## src/rtl/serial_byte_rx.sv

```systemverilog
// Serial-to-parallel receiver: shifts one bit per din_valid cycle into a DATA_W-bit word
// and holds each completed word in a valid/ready output register.
module serial_byte_rx #(
  parameter int unsigned DATA_W    = 8,
  parameter bit          MSB_FIRST = 1'b1
) (
  input  logic                      clk,
  input  logic                      rst_n,
  input  logic                      din,
  input  logic                      din_valid,
  input  logic                      clr,
  output logic [DATA_W-1:0]         dout,
  output logic                      dout_valid,
  input  logic                      dout_ready,
  output logic [$clog2(DATA_W)-1:0] bit_cnt,
  output logic                      overrun
);

  localparam int unsigned CNT_W = $clog2(DATA_W);
  localparam logic [CNT_W-1:0] LAST_BIT = CNT_W'(DATA_W - 1);

  typedef enum logic {EMPTY, FULL} state_t;

  state_t            state;
  logic [DATA_W-1:0] sr;
  logic [DATA_W-1:0] word_c;
  logic              done_c;

  // Next shift value including the current bit, so a completing word needs no extra cycle.
  always_comb begin
    word_c = sr;
    if (MSB_FIRST) begin
      word_c = {sr[DATA_W-2:0], din};
    end else begin
      word_c = {din, sr[DATA_W-1:1]};
    end
    done_c = din_valid && !clr && (bit_cnt == LAST_BIT);
  end

  // Input shifter and bit counter; clr wins over an incoming bit.
  always_ff @(posedge clk or negedge rst_n) begin
    if (!rst_n) begin
      sr      <= '0;
      bit_cnt <= '0;
    end else if (clr) begin
      sr      <= '0;
      bit_cnt <= '0;
    end else if (din_valid) begin
      sr      <= word_c;
      bit_cnt <= done_c ? '0 : bit_cnt + CNT_W'(1);
    end
  end

  // Output holding register FSM with sticky overrun.
  always_ff @(posedge clk or negedge rst_n) begin
    if (!rst_n) begin
      state      <= EMPTY;
      dout       <= '0;
      dout_valid <= 1'b0;
      overrun    <= 1'b0;
    end else begin
      if (clr) begin
        overrun <= 1'b0;
      end
      case (state)
        EMPTY: begin
          if (done_c) begin
            dout       <= word_c;
            dout_valid <= 1'b1;
            state      <= FULL;
          end
        end
        FULL: begin
          if (done_c) begin
            if (dout_ready) begin
              dout <= word_c;
            end else begin
              overrun <= 1'b1;
            end
          end else if (dout_ready) begin
            dout_valid <= 1'b0;
            state      <= EMPTY;
          end
        end
        default: begin
          state      <= EMPTY;
          dout_valid <= 1'b0;
        end
      endcase
    end
  end

endmodule

```

## config.mk

```make
export PLATFORM = sky130hd
export DESIGN_NAME = serial_byte_rx
export DESIGN_NICKNAME = d
export VERILOG_FILES = /design/src/rtl/serial_byte_rx.sv
export SDC_FILE = /design/constraint.sdc
export NUM_CORES = 1
export LEC_CHECK = 0
export CORE_UTILIZATION = 52
export CTS_CLUSTER_SIZE = 25
export DETAILED_ROUTE_END_ITERATION = 6
export PLACE_DENSITY = 0.81
export SLEW_MARGIN = 20
export SYNTH_ARGS = -nofsm -noshare
export SYNTH_HDL_FRONTEND = slang
export SYNTH_SLANG_ARGS = --single-unit
```

## constraint.sdc

```tcl
create_clock -name clk -period 3.7 [get_ports clk]
set_input_delay 0.37 -clock clk [delete_from_list [all_inputs] [get_ports clk]]
set_output_delay 0.37 -clock clk [all_outputs]
set_load 0.1 [all_outputs]
```

==> reports/results.tsv, run 1 <==
stage	metric	value	unit
timing	Final Max Tran Viols	0	
clock_tree	Clock Root Buffer	clkbuf_4	
timing	Setup TNS Final	0	ns
timing	f_max	438	MHz
synth	Synth Area in Adders	0.0548	
finish	area of the multi-input gates	360	µm²
clock_tree	H-tree level count	1	
synth	mux share of post-synthesis cell area	0.219	
global_route	Total GRT Usage	0.182	
pwr	clock share of power	0.253	
finish	final net count	99	
floorplan	io pins	19	
finish	most common cell after layout, fill and taps aside	dfrtp_1	
finish	area grow syn2layout	23.4	%
routing	DRT Pass-1 Iters	7	
pwr	Sequential Power Share	0.562	
global_route	first-pass GRT wire length	2480	µm
setup_path	Worst EP required	3.89	ns
routing	drt wl/cell	13.6	µm
synth	number of different library cells in the post-synthesis netlist	18	
synth	flops & latches, synth	21	
timing	post-layout min period	2.28	ns
routing	Vias/cell	5.38	
routing	Iter 0 DRT Violations	10	
synth	XOR/XNOR Fraction of Synth Area	0	
timing	normalized max-slew margin	0.356	
finish	commonest non-fill, non-tap cells in the layout	dfrtp_1 (21), clkdlybuf4s50_1 (18), nor2_1 (10)	
setup_path	CP Class	in -> reg	
clock_tree	hold_buf cts	0	
place	PortBufs	18	
synth	dominant cells by area after synthesis	dfrtp_1 (58%), mux2_4 (13%), mux2i_1 (8.8%), ha_1 (5.5%), nor2_1 (4.1%)	
timing	Worst Max-Slew Pin Slew	0.963	ns
timing	Tcrit/Tclk final	0.617	
routing	# DRC	1	
clock_tree	CTS tree	done	
clock_tree	Post CTS Setup Buffer Count	0	
finish	post-layout util	0.715	
flow_run	number of max-cap violations	0	
finish	FILL cells	116	
timing	final setup fails	0	
pwr	Combinational Power Share	0.185	
routing	final wirelength	1410	µm
place	Place WS	1.10	ns
pwr	Leakage	0.568	nW
synth	Seq/Total Area, Yosys	0.575	
clock_tree	CTS clock-pin slew for the worst setup and hold paths	0.11	ns
finish	number of diodes	0	
worst_hold_path	hold crit path type	reg -> reg	
setup_path	Worst setup SP type	input pin	
synth	complex-gate fraction of the synthesized area	0.0329	
pwr	Int Pwr	0.301	mW
timing	setup skew after layout	0.00103	ns
clock_tree	Resize count post-CTS	0	
pwr	pwr dens	380	nW/µm²
floorplan	die height	43.9	µm
synth	combinational family with the most area after synthesis	multiplexers	
synth	Post-Syn Nets	78	
floorplan	full die area	1930	µm²
finish	Sequential Area	526	µm²
setup_path	endpoint class of the critical path	flip-flop	
clock_tree	Max Root-Sink Buffers	2	
finish	share of cells above drive strength 1	0.136	
setup_path	Worst Path Arrival	2.47	ns
run_status	status	finished, violations left	
routing	ANT nets after route	0	
clock_tree	clock latency on the worst-skew pair	0.29	ns
floorplan	Initial Util	0.579	
timing	Fin. Hold Viols	0	
clock_tree	Clock Sinks	21	
global_route	initial antenna violation count	0	
global_route	largest net degree at the start of global routing	22	
synth	Avg Cell Area, Syn	13.4	µm²
run_status	violated checks	DRC	
synth	Synth area leader	dfrtp_1	
global_route	vias in the first global route	546	
synth	Synth Area in Simple Gates	0.0877	
floorplan	core box area	1580	µm²
pwr	Net Switching	0.128	mW
routing	DR vias	559	
timing	final worst setup slack	1.42	ns
timing	Worst Hold Slack	0.508	ns
place	GP Congestion	0.777	
synth	post-synth top area share	0.575	
pwr	Tot Pwr	0.429	mW
setup_path	maximum fanout along the worst path	12	
floorplan	cell row count	14	
place	HPWL after DPL	990	µm
synth	cells after synthesis	68	
timing	RSZ-0062 raised after global routing	no	
global_route	grt ovf	0	
floorplan	Die W	43.9	µm
synth	synthesized area	913	µm²
pwr	maximum VDD drop	0.227	mV
pwr	Sw Share	0.298	
synth	warnings from Yosys	0	
clock_tree	TritonCTS buffer count	3	
-- cells in the mapped netlist --
library cell and count:
a31oi_1 1, nor3b_1 1, o21ai_0 1, a21oi_1 2, inv_1 2, ha_1 4
nor2_1 10, nand2_1 2, nand3b_1 2, mux2i_1 8, or3_1 1, buf_2 1
a22o_1 1, mux2_4 8, buf_6 1, clkbuf_1 1, dfrtp_1 21, nor2b_1 1
-- flip-flops by register name, indices dropped and copies added, names as in the netlist --
register / flops
sr: 7
bit_cnt: 3
dout: 8
overrun: 1
dout_valid: 1
state: 1
-- worst paths after layout --
check	from	to	slack [ns]	depth (start not counted)
worst max-delay path	clr	dout[1]	1.42	5
worst min-delay path	dout_valid	dout_valid	0.51	1
worst max register to register	bit_cnt[0]	dout[1]	1.51	6
worst min register to register	dout_valid	dout_valid	0.51	1
max in group asynchronous	rst_n	sr[1]	2.58	1
min in group asynchronous	rst_n	dout[6]	0.57	1
-- layer usage --
layer / GRT usage / vias to the layer above / part of all wire
met4: 0.0727 / 0 / 0.0092
met3: 0.0375 / 2 / 0.036
met1: 0.247 / 271 / 0.49
li1: - / 274 / -
met2: 0.287 / 12 / 0.46
met5: 0 / - / 0
-- critical path: stages --
cell,delay (ns)
clkdlybuf4s50_1,0.62
nand3b_1,0.31
ha_1,0.20
or3_1,0.59
mux2_4,0.37
-- stage by stage --
step                      std cells  instance area, µm²
after floorplan                  68                 913
after global placement          100                1100
after detailed placement        100                1100
after CTS                       104                1130
after global routing            104                1130
final                           104                1130
-- cell families (layout without fill, tap and decap cells) --
| kind of cell | after synthesis | count (layout) |
|---|---|---|
| AOI/OAI and AO/OA | 5 | 5 |
| adders and majority gates | 4 | 4 |
| buffers and inverters | 5 | 25 |
| DFF | 21 | 21 |
| muxes | 16 | 16 |
| and+or+nand+nor | 17 | 17 |
-- power by group through the flow --
stage	clock network, mW	registers, mW	logic, mW
finish	0.108	0.241	0.0794
global route	0.122	0.242	0.0837
CTS	0.110	0.241	0.0802
detailed placement	0	0.245	0.0801
global placement	0	0.245	0.0793
floorplan	0	0.285	0.0152
-- cell type report --
| type | count | share of cell area |
|---|---|---|
| flip-flops and latches | 21 | 0.466 |
| multi-input cells | 42 | 0.320 |
| repair buffers | 19 | 0.166 |
| clock buffers | 4 | 0.0233 |
| well taps | 16 | 0.0178 |
| inverters | 2 | 0.00666 |
(Power assumes the default switching activity.)
==> run 2: changes to the inputs <==
Settings changed: CORE_UTILIZATION 52 to 44, PLACE_DENSITY 0.81 to 0.73.
Clock period 3.7 ns to 1.9 ns, I/O delays scaled along.
==> reports/results.tsv, run 2 (synthesized netlist as in run 1, its figures left out) <==
stage	metric	value	unit	change
setup_path	Reg-to-Reg End	dout[5]		
timing	Worst Max-Slew Pin Slew	0.279	ns	-0.684 ns
clock_tree	Post CTS Setup Buffer Count	0		unchanged
routing	Vias/cell	4.94		-8.1%
global_route	first-pass GRT wire length	2490	µm	+0.24%
clock_tree	Clock Sinks	21		unchanged
floorplan	full die area	2260	µm²	+17%
setup_path	Worst Path Arrival	2.12	ns	-0.35 ns
routing	drt wl/cell	12.9	µm	-5.1%
finish	commonest non-fill, non-tap cells in the layout	buf_4 (19), dfrtp_1 (18), nor2_1 (10)		
setup_path	Worst setup SP type	flip-flop		
floorplan	Die W	47.6	µm	+8.3%
setup_path	Worst EP required	2.09	ns	-1.80 ns
pwr	Leakage	0.610	nW	+7.4%
clock_tree	Max Root-Sink Buffers	2		unchanged
finish	number of diodes	0		unchanged
setup_path	CP Class	reg -> reg		
routing	metal1 wirelength	663	µm	-4.3%
routing	Met3 Wirelength	66	µm	+29%
global_route	Total GRT Usage	0.160		-0.0212
pwr	maximum VDD drop	0.475	mV	+110%
setup_path	R2R Setup Slk	-0.03	ns	-1.54 ns
floorplan	cell row count	16		+2
flow_run	number of max-cap violations	0		unchanged
clock_tree	clock latency on the worst-skew pair	0.30	ns	about the same
timing	normalized max-slew margin	0.816		+0.460
timing	final setup fails	8		+8
place	GP Congestion	0.706		-9.1%
floorplan	Initial Util	0.466		-0.114
clock_tree	hold_buf cts	0		unchanged
timing	Setup TNS Final	-0.197	ns	-0.197 ns
timing	Tcrit/Tclk final	1.02		
pwr	pwr dens	708	nW/µm²	+86%
timing	RSZ-0062 raised after global routing	yes		
timing	setup skew after layout	0.00723	ns	+0.00621 ns
place	PortBufs	18		unchanged
routing	final wirelength	1550	µm	+9.5%
routing	ANT nets after route	0		unchanged
finish	largest registers	dout (8), sr (7), bit_cnt (3)		
routing	metal2 WL	805	µm	+23%
setup_path	maximum fanout along the worst path	8		-4
finish	Largest register FFs	8		unchanged
setup_path	r2r startpoint	bit_cnt[1]		
clock_tree	TritonCTS buffer count	3		unchanged
routing	# DRC	0		-1
timing	Fin. Hold Viols	0		unchanged
global_route	largest net degree at the start of global routing	22		unchanged
routing	DRT Pass-1 Iters	4		-3
timing	post-layout min period	1.93	ns	
clock_tree	CTS tree	done		
routing	Iter 0 DRT Violations	5		-5
setup_path	crit path from	bit_cnt[1]		
setup_path	R2R depth	6		unchanged
timing	Final Max Tran Viols	0		unchanged
pwr	Tot Pwr	0.843	mW	+97%
global_route	vias in the first global route	602		+10%
finish	post-layout util	0.607		-0.108
finish	share of cells above drive strength 1	0.419		+0.283
clock_tree	Clock Root Buffer	clkbuf_4		
global_route	initial antenna violation count	0		unchanged
finish	final net count	104		+5.1%
place	HPWL after DPL	1130	µm	+14%
timing	final worst setup slack	-0.0331	ns	-1.45 ns
timing	Worst Hold Slack	0.227	ns	-0.281 ns
finish	FILL cells	184		+59%
run_status	status	finished, violations left		
routing	Max Used Layer	met4		
floorplan	die height	47.6	µm	+8.3%
timing	f_max	517	MHz	
clock_tree	CTS clock-pin slew for the worst setup and hold paths	0.12	ns	about the same
finish	area grow syn2layout	30.4	%	
global_route	grt ovf	0		unchanged
floorplan	io pins	19		unchanged
finish	Top reg by flops	dout		
floorplan	core box area	1960	µm²	+24%
setup_path	endpoint class of the critical path	flip-flop		
finish	most common cell after layout, fill and taps aside	buf_4		
worst_hold_path	hold crit path type	in -> async		
place	Place WS	-0.0922	ns	-1.19 ns
routing	DR vias	593		+6.1%
setup_path	crit path capture	dout[5]		
clock_tree	H-tree level count	1		unchanged
run_status	violated checks	setup timing		
-- run 2: cell count changes in the layout (fill, tap and decap cells not counted), moves of 2 or more --
cell             change
dfrtp_4              +2
ha_1                 -4
ha_2                 +2
clkdlybuf4s50_1     -13
ha_4                 +2
buf_4               +18
dfrtp_1              -3
-- run 2: final cells by class --
class,count,area [µm²],share of cell area
Inverter,2,7.51,0.00630
Clock inverter,1,5.00,0.00420
Clock buffer,3,22.5,0.0189
Multi-Input combinational cell,42,395,0.332
Timing Repair Buffer,24,193,0.162
Sequential cell,21,534,0.449
Tap cell,27,33.8,0.0284
-- run 2: report_power, final --
| group | switching, mW | internal [mW] | total (mW) |
|---|---|---|---|
| clock | 0.131 | 0.0784 | 0.209 |
| combinational | 0.113 | 0.0484 | 0.162 |
| sequential | 0.0101 | 0.462 | 0.472 |
-- run 2: worst max-delay path, stage by stage (launching register included) --
cell and delay, ns:
dfrtp_4 0.44, ha_4 0.14, ha_4 0.12, nand3b_1 0.13, ha_2 0.21, or3_4 0.47
mux2_4 0.32
-- run 2: per-stage QoR --
step           cells  instance area (µm²)
4_1_cts          121                 1200
3_3_place_gp     117                 1160
5_1_grt          120                 1190
6_report         120                 1190
3_5_place_dp     117                 1160
2_1_floorplan     68                  950
-- run 2: how the worst min path moves through the flow --
stage	end	slack, ns	cells after the start
floorplan	bit_cnt[2]	-0.11	0
global placement	dout_valid	0.49	1
detailed placement	dout_valid	0.48	1
CTS	dout[4]	0.23	2
global route	dout[4]	0.23	2
finish	sr[4]	0.23	2
-- run 2: layer usage --
metal	vias up	GRT usage
met4	0	0.0833
met3	2	0.0340
met5	-	0
met2	15	0.271
met1	294	0.192
li1	282	-
-- run 2: what timing repair did --
| item | CTS | global route |
|---|---|---|
| resized for setup | 2 | 1 |
| setup endpoints to repair | 8 | 8 |
| pin swaps | 2 | 3 |
